**config.mk**
```make
export PLATFORM = sky130hd
export DESIGN_NAME = id_ex_pipeline_reg
export DESIGN_NICKNAME = d
export VERILOG_FILES = /design/src/rtl/id_ex_pipeline_reg_pkg.sv /design/src/rtl/id_ex_pipeline_reg_load_use_detector.sv /design/src/rtl/id_ex_pipeline_reg.sv
export SDC_FILE = /design/constraint.sdc
export NUM_CORES = 1
export LEC_CHECK = 0
export BUFFER_PORTS_ARGS = -buffer_cell sky130_fd_sc_hd__buf_2
export CORE_AREA = 2 2 153 193
export CTS_CLUSTER_SIZE = 12
export DETAILED_ROUTE_END_ITERATION = 12
export DIE_AREA = 0 0 155 195
export GPL_ROUTABILITY_DRIVEN = 0
export PLACE_DENSITY = 0.47
export RECOVER_POWER = 50
export SLEW_MARGIN = 30
export SYNTH_ARGS = -nofsm -noshare
export SYNTH_HDL_FRONTEND = slang
export SYNTH_HIERARCHICAL = 1
export SYNTH_SLANG_ARGS = --single-unit
```
**constraint.sdc**
```tcl
create_clock -name clk -period 2.95 [get_ports clk]
set_input_delay 0.59 -clock clk [delete_from_list [all_inputs] [get_ports clk]]
set_output_delay 0.59 -clock clk [all_outputs]
set_load 0.02 [all_outputs]
```
**src/rtl/id_ex_pipeline_reg_pkg.sv**
```systemverilog
// -----------------------------------------------------------------------------
// id_ex_pipeline_reg_pkg
// Shared encodings for the ID/EX pipeline register:
//   - control-field widths (ALU_OP_W, SEL_W)
//   - BUBBLE_* values: what each control field holds when a bubble sits in EX
//   - sat_inc32: saturating 32-bit increment used by the optional counters
// -----------------------------------------------------------------------------
package id_ex_pipeline_reg_pkg;

   localparam int ALU_OP_W = 5;
   localparam int SEL_W    = 2;

   localparam logic                BUBBLE_VALID        = 1'b0;
   localparam logic [ALU_OP_W-1:0] BUBBLE_ALU_OP       = '0;
   localparam logic [SEL_W-1:0]    BUBBLE_BRANCH_SEL   = '0;
   localparam logic                BUBBLE_USE_IMM      = 1'b0;
   localparam logic [SEL_W-1:0]    BUBBLE_MEM_WRITE    = '0;
   localparam logic [SEL_W-1:0]    BUBBLE_MEM_READ     = '0;
   localparam logic [SEL_W-1:0]    BUBBLE_WB_SEL       = '0;
   localparam logic                BUBBLE_REG_WRITE_EN = 1'b0;
   localparam logic                BUBBLE_IS_LOAD      = 1'b0;

   // Holds at all-ones instead of wrapping.
   function automatic logic [31:0] sat_inc32(input logic [31:0] v);
      return (v == 32'hFFFF_FFFF) ? v : v + 32'd1;
   endfunction

endpackage

```
**src/rtl/id_ex_pipeline_reg_load_use_detector.sv**
```systemverilog
// -----------------------------------------------------------------------------
// load_use_detector
// Combinational load-use hazard check between the load in EX and the
// instruction in ID.
//   i_ex_valid, i_ex_is_load, i_ex_rd_addr : instruction currently in EX
//   i_id_valid, i_id_rs1_addr, i_id_rs2_addr : instruction currently in ID
//   i_flush, i_mem_stall : suppress the stall (bubble/freeze wins anyway)
//   o_load_use_stall : hold PC and IF/ID, insert one bubble
// -----------------------------------------------------------------------------
module load_use_detector #(
   parameter int REG_ADDR_W = 5
) (
   input  logic                  i_ex_valid,
   input  logic                  i_ex_is_load,
   input  logic [REG_ADDR_W-1:0] i_ex_rd_addr,
   input  logic                  i_id_valid,
   input  logic [REG_ADDR_W-1:0] i_id_rs1_addr,
   input  logic [REG_ADDR_W-1:0] i_id_rs2_addr,
   input  logic                  i_flush,
   input  logic                  i_mem_stall,
   output logic                  o_load_use_stall
);

   logic w_match;
   logic w_hazard;

   // Both sources are compared even if the ID instruction does not read rs2;
   // a spurious bubble is cheaper than decoding operand usage here.
   assign w_match  = (i_ex_rd_addr == i_id_rs1_addr) | (i_ex_rd_addr == i_id_rs2_addr);
   assign w_hazard = i_ex_valid & i_ex_is_load & i_id_valid &
                     (i_ex_rd_addr != '0) & w_match;

   // A flush kills the ID instruction, and a memory freeze holds everything,
   // so holding upstream would only lose a cycle.
   assign o_load_use_stall = w_hazard & ~i_flush & ~i_mem_stall;

endmodule

```
**src/rtl/id_ex_pipeline_reg.sv**
```systemverilog
// -----------------------------------------------------------------------------
// id_ex_pipeline_reg
// Pipeline register between ID/RF and EX, with the load-use hazard detector.
//   clk, reset_n (async, active-low)
//   mem_stall      : freeze every ex_* register
//   flush          : load a bubble (branch/jump taken in EX)
//   id_*           : decoded fields and operands from ID
//   load_use_stall : combinational; holds PC and IF/ID for one cycle
//   ex_*           : registered EX-stage copies of the id_* fields
// Optional (macro ID_EX_STALL_CNT_EN): bubble_cnt, load_use_cnt saturating
// event counters.
// -----------------------------------------------------------------------------
module id_ex_pipeline_reg
   import id_ex_pipeline_reg_pkg::*;
#(
   parameter int XLEN       = 32,
   parameter int REG_ADDR_W = 5
) (
   input  logic                  clk,
   input  logic                  reset_n,
   input  logic                  mem_stall,
   input  logic                  flush,
   input  logic                  id_valid,
   input  logic [XLEN-1:0]       id_pc,
   input  logic [XLEN-1:0]       id_rs1_data,
   input  logic [XLEN-1:0]       id_rs2_data,
   input  logic [XLEN-1:0]       id_imm,
   input  logic [REG_ADDR_W-1:0] id_rs1_addr,
   input  logic [REG_ADDR_W-1:0] id_rs2_addr,
   input  logic [REG_ADDR_W-1:0] id_rd_addr,
   input  logic [ALU_OP_W-1:0]   id_alu_op,
   input  logic [SEL_W-1:0]      id_branch_sel,
   input  logic                  id_use_imm,
   input  logic [SEL_W-1:0]      id_mem_write,
   input  logic [SEL_W-1:0]      id_mem_read,
   input  logic [SEL_W-1:0]      id_write_back_sel,
   input  logic                  id_reg_write_en,
   input  logic                  id_is_load,
   output logic                  load_use_stall,
   output logic                  ex_valid,
   output logic [XLEN-1:0]       ex_pc,
   output logic [XLEN-1:0]       ex_rs1_data,
   output logic [XLEN-1:0]       ex_rs2_data,
   output logic [XLEN-1:0]       ex_imm,
   output logic [REG_ADDR_W-1:0] ex_rs1_addr,
   output logic [REG_ADDR_W-1:0] ex_rs2_addr,
   output logic [REG_ADDR_W-1:0] ex_rd_addr,
   output logic [ALU_OP_W-1:0]   ex_alu_op,
   output logic [SEL_W-1:0]      ex_branch_sel,
   output logic                  ex_use_imm,
   output logic [SEL_W-1:0]      ex_mem_write,
   output logic [SEL_W-1:0]      ex_mem_read,
   output logic [SEL_W-1:0]      ex_write_back_sel,
   output logic                  ex_reg_write_en,
   output logic                  ex_is_load
`ifdef ID_EX_STALL_CNT_EN
   ,
   output logic [31:0]           bubble_cnt,
   output logic [31:0]           load_use_cnt
`endif
);

   logic                  r_valid;
   logic [XLEN-1:0]       r_pc;
   logic [XLEN-1:0]       r_rs1_data;
   logic [XLEN-1:0]       r_rs2_data;
   logic [XLEN-1:0]       r_imm;
   logic [REG_ADDR_W-1:0] r_rs1_addr;
   logic [REG_ADDR_W-1:0] r_rs2_addr;
   logic [REG_ADDR_W-1:0] r_rd_addr;
   logic [ALU_OP_W-1:0]   r_alu_op;
   logic [SEL_W-1:0]      r_branch_sel;
   logic                  r_use_imm;
   logic [SEL_W-1:0]      r_mem_write;
   logic [SEL_W-1:0]      r_mem_read;
   logic [SEL_W-1:0]      r_wb_sel;
   logic                  r_reg_write_en;
   logic                  r_is_load;

   logic w_load_use_stall;
   logic w_bubble;

   load_use_detector #(
      .REG_ADDR_W (REG_ADDR_W)
   ) u_load_use_detector (
      .i_ex_valid       (r_valid),
      .i_ex_is_load     (r_is_load),
      .i_ex_rd_addr     (r_rd_addr),
      .i_id_valid       (id_valid),
      .i_id_rs1_addr    (id_rs1_addr),
      .i_id_rs2_addr    (id_rs2_addr),
      .i_flush          (flush),
      .i_mem_stall      (mem_stall),
      .o_load_use_stall (w_load_use_stall)
   );

   assign w_bubble = flush | w_load_use_stall;

   // Priority: freeze > flush/hazard bubble > capture.
   always_ff @(posedge clk or negedge reset_n) begin
      if (!reset_n) begin
         r_valid        <= BUBBLE_VALID;
         r_pc           <= '0;
         r_rs1_data     <= '0;
         r_rs2_data     <= '0;
         r_imm          <= '0;
         r_rs1_addr     <= '0;
         r_rs2_addr     <= '0;
         r_rd_addr      <= '0;
         r_alu_op       <= BUBBLE_ALU_OP;
         r_branch_sel   <= BUBBLE_BRANCH_SEL;
         r_use_imm      <= BUBBLE_USE_IMM;
         r_mem_write    <= BUBBLE_MEM_WRITE;
         r_mem_read     <= BUBBLE_MEM_READ;
         r_wb_sel       <= BUBBLE_WB_SEL;
         r_reg_write_en <= BUBBLE_REG_WRITE_EN;
         r_is_load      <= BUBBLE_IS_LOAD;
      end else if (!mem_stall) begin
         if (w_bubble) begin
            r_valid        <= BUBBLE_VALID;
            r_pc           <= '0;
            r_rs1_data     <= '0;
            r_rs2_data     <= '0;
            r_imm          <= '0;
            r_rs1_addr     <= '0;
            r_rs2_addr     <= '0;
            r_rd_addr      <= '0;
            r_alu_op       <= BUBBLE_ALU_OP;
            r_branch_sel   <= BUBBLE_BRANCH_SEL;
            r_use_imm      <= BUBBLE_USE_IMM;
            r_mem_write    <= BUBBLE_MEM_WRITE;
            r_mem_read     <= BUBBLE_MEM_READ;
            r_wb_sel       <= BUBBLE_WB_SEL;
            r_reg_write_en <= BUBBLE_REG_WRITE_EN;
            r_is_load      <= BUBBLE_IS_LOAD;
         end else begin
            r_valid        <= id_valid;
            r_pc           <= id_pc;
            r_rs1_data     <= id_rs1_data;
            r_rs2_data     <= id_rs2_data;
            r_imm          <= id_imm;
            r_rs1_addr     <= id_rs1_addr;
            r_rs2_addr     <= id_rs2_addr;
            r_rd_addr      <= id_rd_addr;
            r_alu_op       <= id_alu_op;
            r_use_imm      <= id_use_imm;
            r_wb_sel       <= id_write_back_sel;
            // Decode may assert side-effecting controls for garbage opcodes;
            // they only pass through with a real instruction.
            r_branch_sel   <= id_valid ? id_branch_sel   : BUBBLE_BRANCH_SEL;
            r_mem_write    <= id_valid ? id_mem_write    : BUBBLE_MEM_WRITE;
            r_mem_read     <= id_valid ? id_mem_read     : BUBBLE_MEM_READ;
            r_reg_write_en <= id_valid ? id_reg_write_en : BUBBLE_REG_WRITE_EN;
            r_is_load      <= id_valid ? id_is_load      : BUBBLE_IS_LOAD;
         end
      end
   end

`ifdef ID_EX_STALL_CNT_EN
   logic [31:0] r_bubble_cnt;
   logic [31:0] r_load_use_cnt;

   always_ff @(posedge clk or negedge reset_n) begin
      if (!reset_n) begin
         r_bubble_cnt   <= '0;
         r_load_use_cnt <= '0;
      end else if (!mem_stall) begin
         if (w_bubble)         r_bubble_cnt   <= sat_inc32(r_bubble_cnt);
         if (w_load_use_stall) r_load_use_cnt <= sat_inc32(r_load_use_cnt);
      end
   end

   assign bubble_cnt   = r_bubble_cnt;
   assign load_use_cnt = r_load_use_cnt;
`endif

   assign load_use_stall    = w_load_use_stall;
   assign ex_valid          = r_valid;
   assign ex_pc             = r_pc;
   assign ex_rs1_data       = r_rs1_data;
   assign ex_rs2_data       = r_rs2_data;
   assign ex_imm            = r_imm;
   assign ex_rs1_addr       = r_rs1_addr;
   assign ex_rs2_addr       = r_rs2_addr;
   assign ex_rd_addr        = r_rd_addr;
   assign ex_alu_op         = r_alu_op;
   assign ex_branch_sel     = r_branch_sel;
   assign ex_use_imm        = r_use_imm;
   assign ex_mem_write      = r_mem_write;
   assign ex_mem_read       = r_mem_read;
   assign ex_write_back_sel = r_wb_sel;
   assign ex_reg_write_en   = r_reg_write_en;
   assign ex_is_load        = r_is_load;

endmodule

```
==> flow_metrics.tcl <==
set metrics [dict create \
    setup_viol 0 \
    fmax_mhz 402.9 \
    cts_tree "built" \
    crit_type "flip-flop to primary output" \
    worstHoldPathType "input port to flip-flop" \
    critPathRequiredTime_ps 2360 \
    hold_slack_ps 410.8 \
    crit_cells 4 \
    wire_per_inst_um 15.17 \
    clock_latency_ps 420 \
    crit_path_end_kind "primary output" \
    syn2layout_area_growth_pct 33.64 \
    crit_chain "or4_1 -> o211ai_2 -> a21oi_1 -> buf_2" \
    powerDensity_mw_per_mm2 592.6 \
    grt_overflow 0 \
    yosysUniqueCellTypes 21 \
    period_minus_slack_ps 2482 \
    grt_max_degree 253 \
    post_cts_buffers 0 \
    timing.critical_path.buf_inv 1 \
    vias_per_cell 4.190 \
    place.port_buffers 324 \
    violations "max-capacitance violations, max-slew violations" \
    grt_setup_unrepaired "no" \
    power.leakage_nw 4.473 \
    place_ws_ps 604.9 \
    status "complete, but fails checks" \
    fin_crit_sh_pct 84.14 \
    cts_buffer_depth 2 \
    route.vias.total 5749 \
    initial_core_util_pct 24.81 \
    slowest_delay_ps 590 \
    worst_slack_ps 467.7 \
    cts-buffers-inserted 17 \
    path_max_fanout 5 \
    die_area_mm2 0.03023 \
    regArea_mm2 0.004004 \
    yosysWarnings 6 \
    root_buffer "clkbuf_16" \
    syn_area_per_cell_um2 9.963 \
    drive_gt1_share_pct 31.40 \
    track_usage_pct 13.69 \
    syn_area_mm2 0.007004 \
    hold_buffers 0 \
    h-tree-depth 4 \
    rows 69 \
    crit_path_top_delay_cell "or4_1" \
    hold_viol 0 \
    routed_wl_um 20810 \
    clkTransAtPathRegs_ps 60 \
    postRouteAntennaNets 0 \
    final_cell_mix "buf_2, dfrtp_1, nand2_1" \
    maxSlewViolCount 69 \
    tightest_slew_ps 1865 \
    ys_seq_area_share_pct 57.16 \
    core_mm2 0.02823 \
    fin_nets 1168 \
    fin_area_mm2 0.009360 \
    clkSinkCount 160 \
    synthCells 703 \
    dpl_cell_area_mm2 0.008910 \
    setup_tns_ps 0 \
    critPathLaunchType "flip-flop" \
    r2r_cells 5 \
    ir_drop_uv 298.1 \
    holdPathStages 3 \
    dieWidth_um 155 \
    grt_pass1_wl_um 32630 \
    critPathArrivalTime_ps 1890 \
    relSlewSlack_pct -24.36 \
    cap_violations 1 \
    hpwl_um 14220 \
    fin_worst_skew_ps 9.387 \
    num-fill-cells 3084 \
    layout.cells.most_common "buf_2" \
    drc 0 \
    synth_seq_cells 160 \
    syn-num-nets 867 \
    multi_input_area_mm2 0.002700 \
    ios 325 \
    first_pass_iters 5 \
    cp_top_family "simple AND/OR/NAND/NOR gates" \
    die_h_um 195 \
    dr.first_iter.drc_count 279 \
    post_cts_resize_count 0 \
    antenna_found_initial 1 \
    grt_pass1_vias 5872 \
]
## power breakdown
part	switching, mW	total (mW)	internal [mW]
registers	0.0972	2.46	2.36
logic	0.579	0.900	0.321
clock network	0.904	2.19	1.28
total	1.58	5.55	3.97
## registers in the layout (all words and copies together) (netlist names), 2 cells and up
register and cells:
ex_imm 32, ex_pc 32, ex_rs1_data 32, ex_rs2_data 32, ex_alu_op 5, ex_rd_addr 5, ex_rs1_addr 5, ex_rs2_addr 5
ex_branch_sel 2, ex_mem_read 2, ex_mem_write 2, ex_write_back_sel 2
## worst paths after layout
path | from | to | slack, ps
max | ex_rd_addr[1]$_DFFE_PN0N_ | load_use_stall | 470
min | id_imm[19] | ex_imm[19]$_DFFE_PN0N_ | 410
max reg2reg | ex_rd_addr[1]$_DFFE_PN0N_ | ex_valid$_DFFE_PN0N_ | 650
min reg2reg | ex_rs1_data[12]$_DFFE_PN0N_ | ex_rs1_data[12]$_DFFE_PN0N_ | 470
max in group asynchronous | reset_n | ex_imm[13]$_DFFE_PN0N_ | 690
min in group asynchronous | reset_n | ex_rs1_data[18]$_DFFE_PN0N_ | 680
## synth_stat cells, drive strengths merged
cell type	instances	area share, %
a21oi	1	0.071
a22o	8	1.0
buf	31	3.2
clkbuf	21	1.1
dfrtp	160	57
mux2	1	0.16
nand2	152	8.1
nand2b	151	13
nand3	2	0.14
nor2b	8	0.71
nor3	3	0.21
nor3b	1	0.18
o211ai	1	0.18
o21ai	151	13
or2	1	0.089
or4	1	0.11
xnor2	4	0.50
xor2	6	0.75
## cell type report
cell class / count / share of cell area (%)
Sequential cell: 160 / 42.78
Multi-Input combinational cell: 491 / 28.85
Timing Repair Buffer: 334 / 17.48
Clock buffer: 21 / 4.919
Tap cell: 355 / 4.745
Clock inverter: 10 / 1.203
Antenna cell: 1 / 0.02673
## per-stage QoR
stage               instances  util [%]  power (mW)
floorplan                 703         -       3.014
global placement         1340     31.56       3.436
detailed placement       1340     31.56       3.441
CTS                      1371     33.59       5.685
global route             1372     33.16       5.849
finish                   1372     33.16       5.546
## worst register-to-register path, cell delays in order, from the launching register on
cell and delay, ps:
dfrtp_1 460, or4_1 600, o211ai_2 160, a21oi_1 90, nor3b_2 660, mux2_2 280
## cell families (layout without fill, tap and decap cells)
| group | after synthesis | after routing | synth area share (%) |
|---|---|---|---|
| compound gates | 161 | 161 | 14.02 |
| xor+xnor | 10 | 10 | 1.250 |
| buf+inv | 52 | 365 | 4.323 |
| flops | 160 | 160 | 57.16 |
| mux | 1 | 1 | 0.1608 |
| other cells | 0 | 1 | 0 |
| simple gates | 319 | 319 | 23.08 |
## metal layers
metal,vias up,track usage [%],share of wire (%),wire [um]
met2,198,22.80,49,10230
met5,-,0,0,0
met1,2663,16.56,42,8727
met3,12,4.794,7.6,1588
li1,2876,-,-,-
met4,0,4.321,1.3,269
Note: power is estimated with default switching activity, not from simulation.
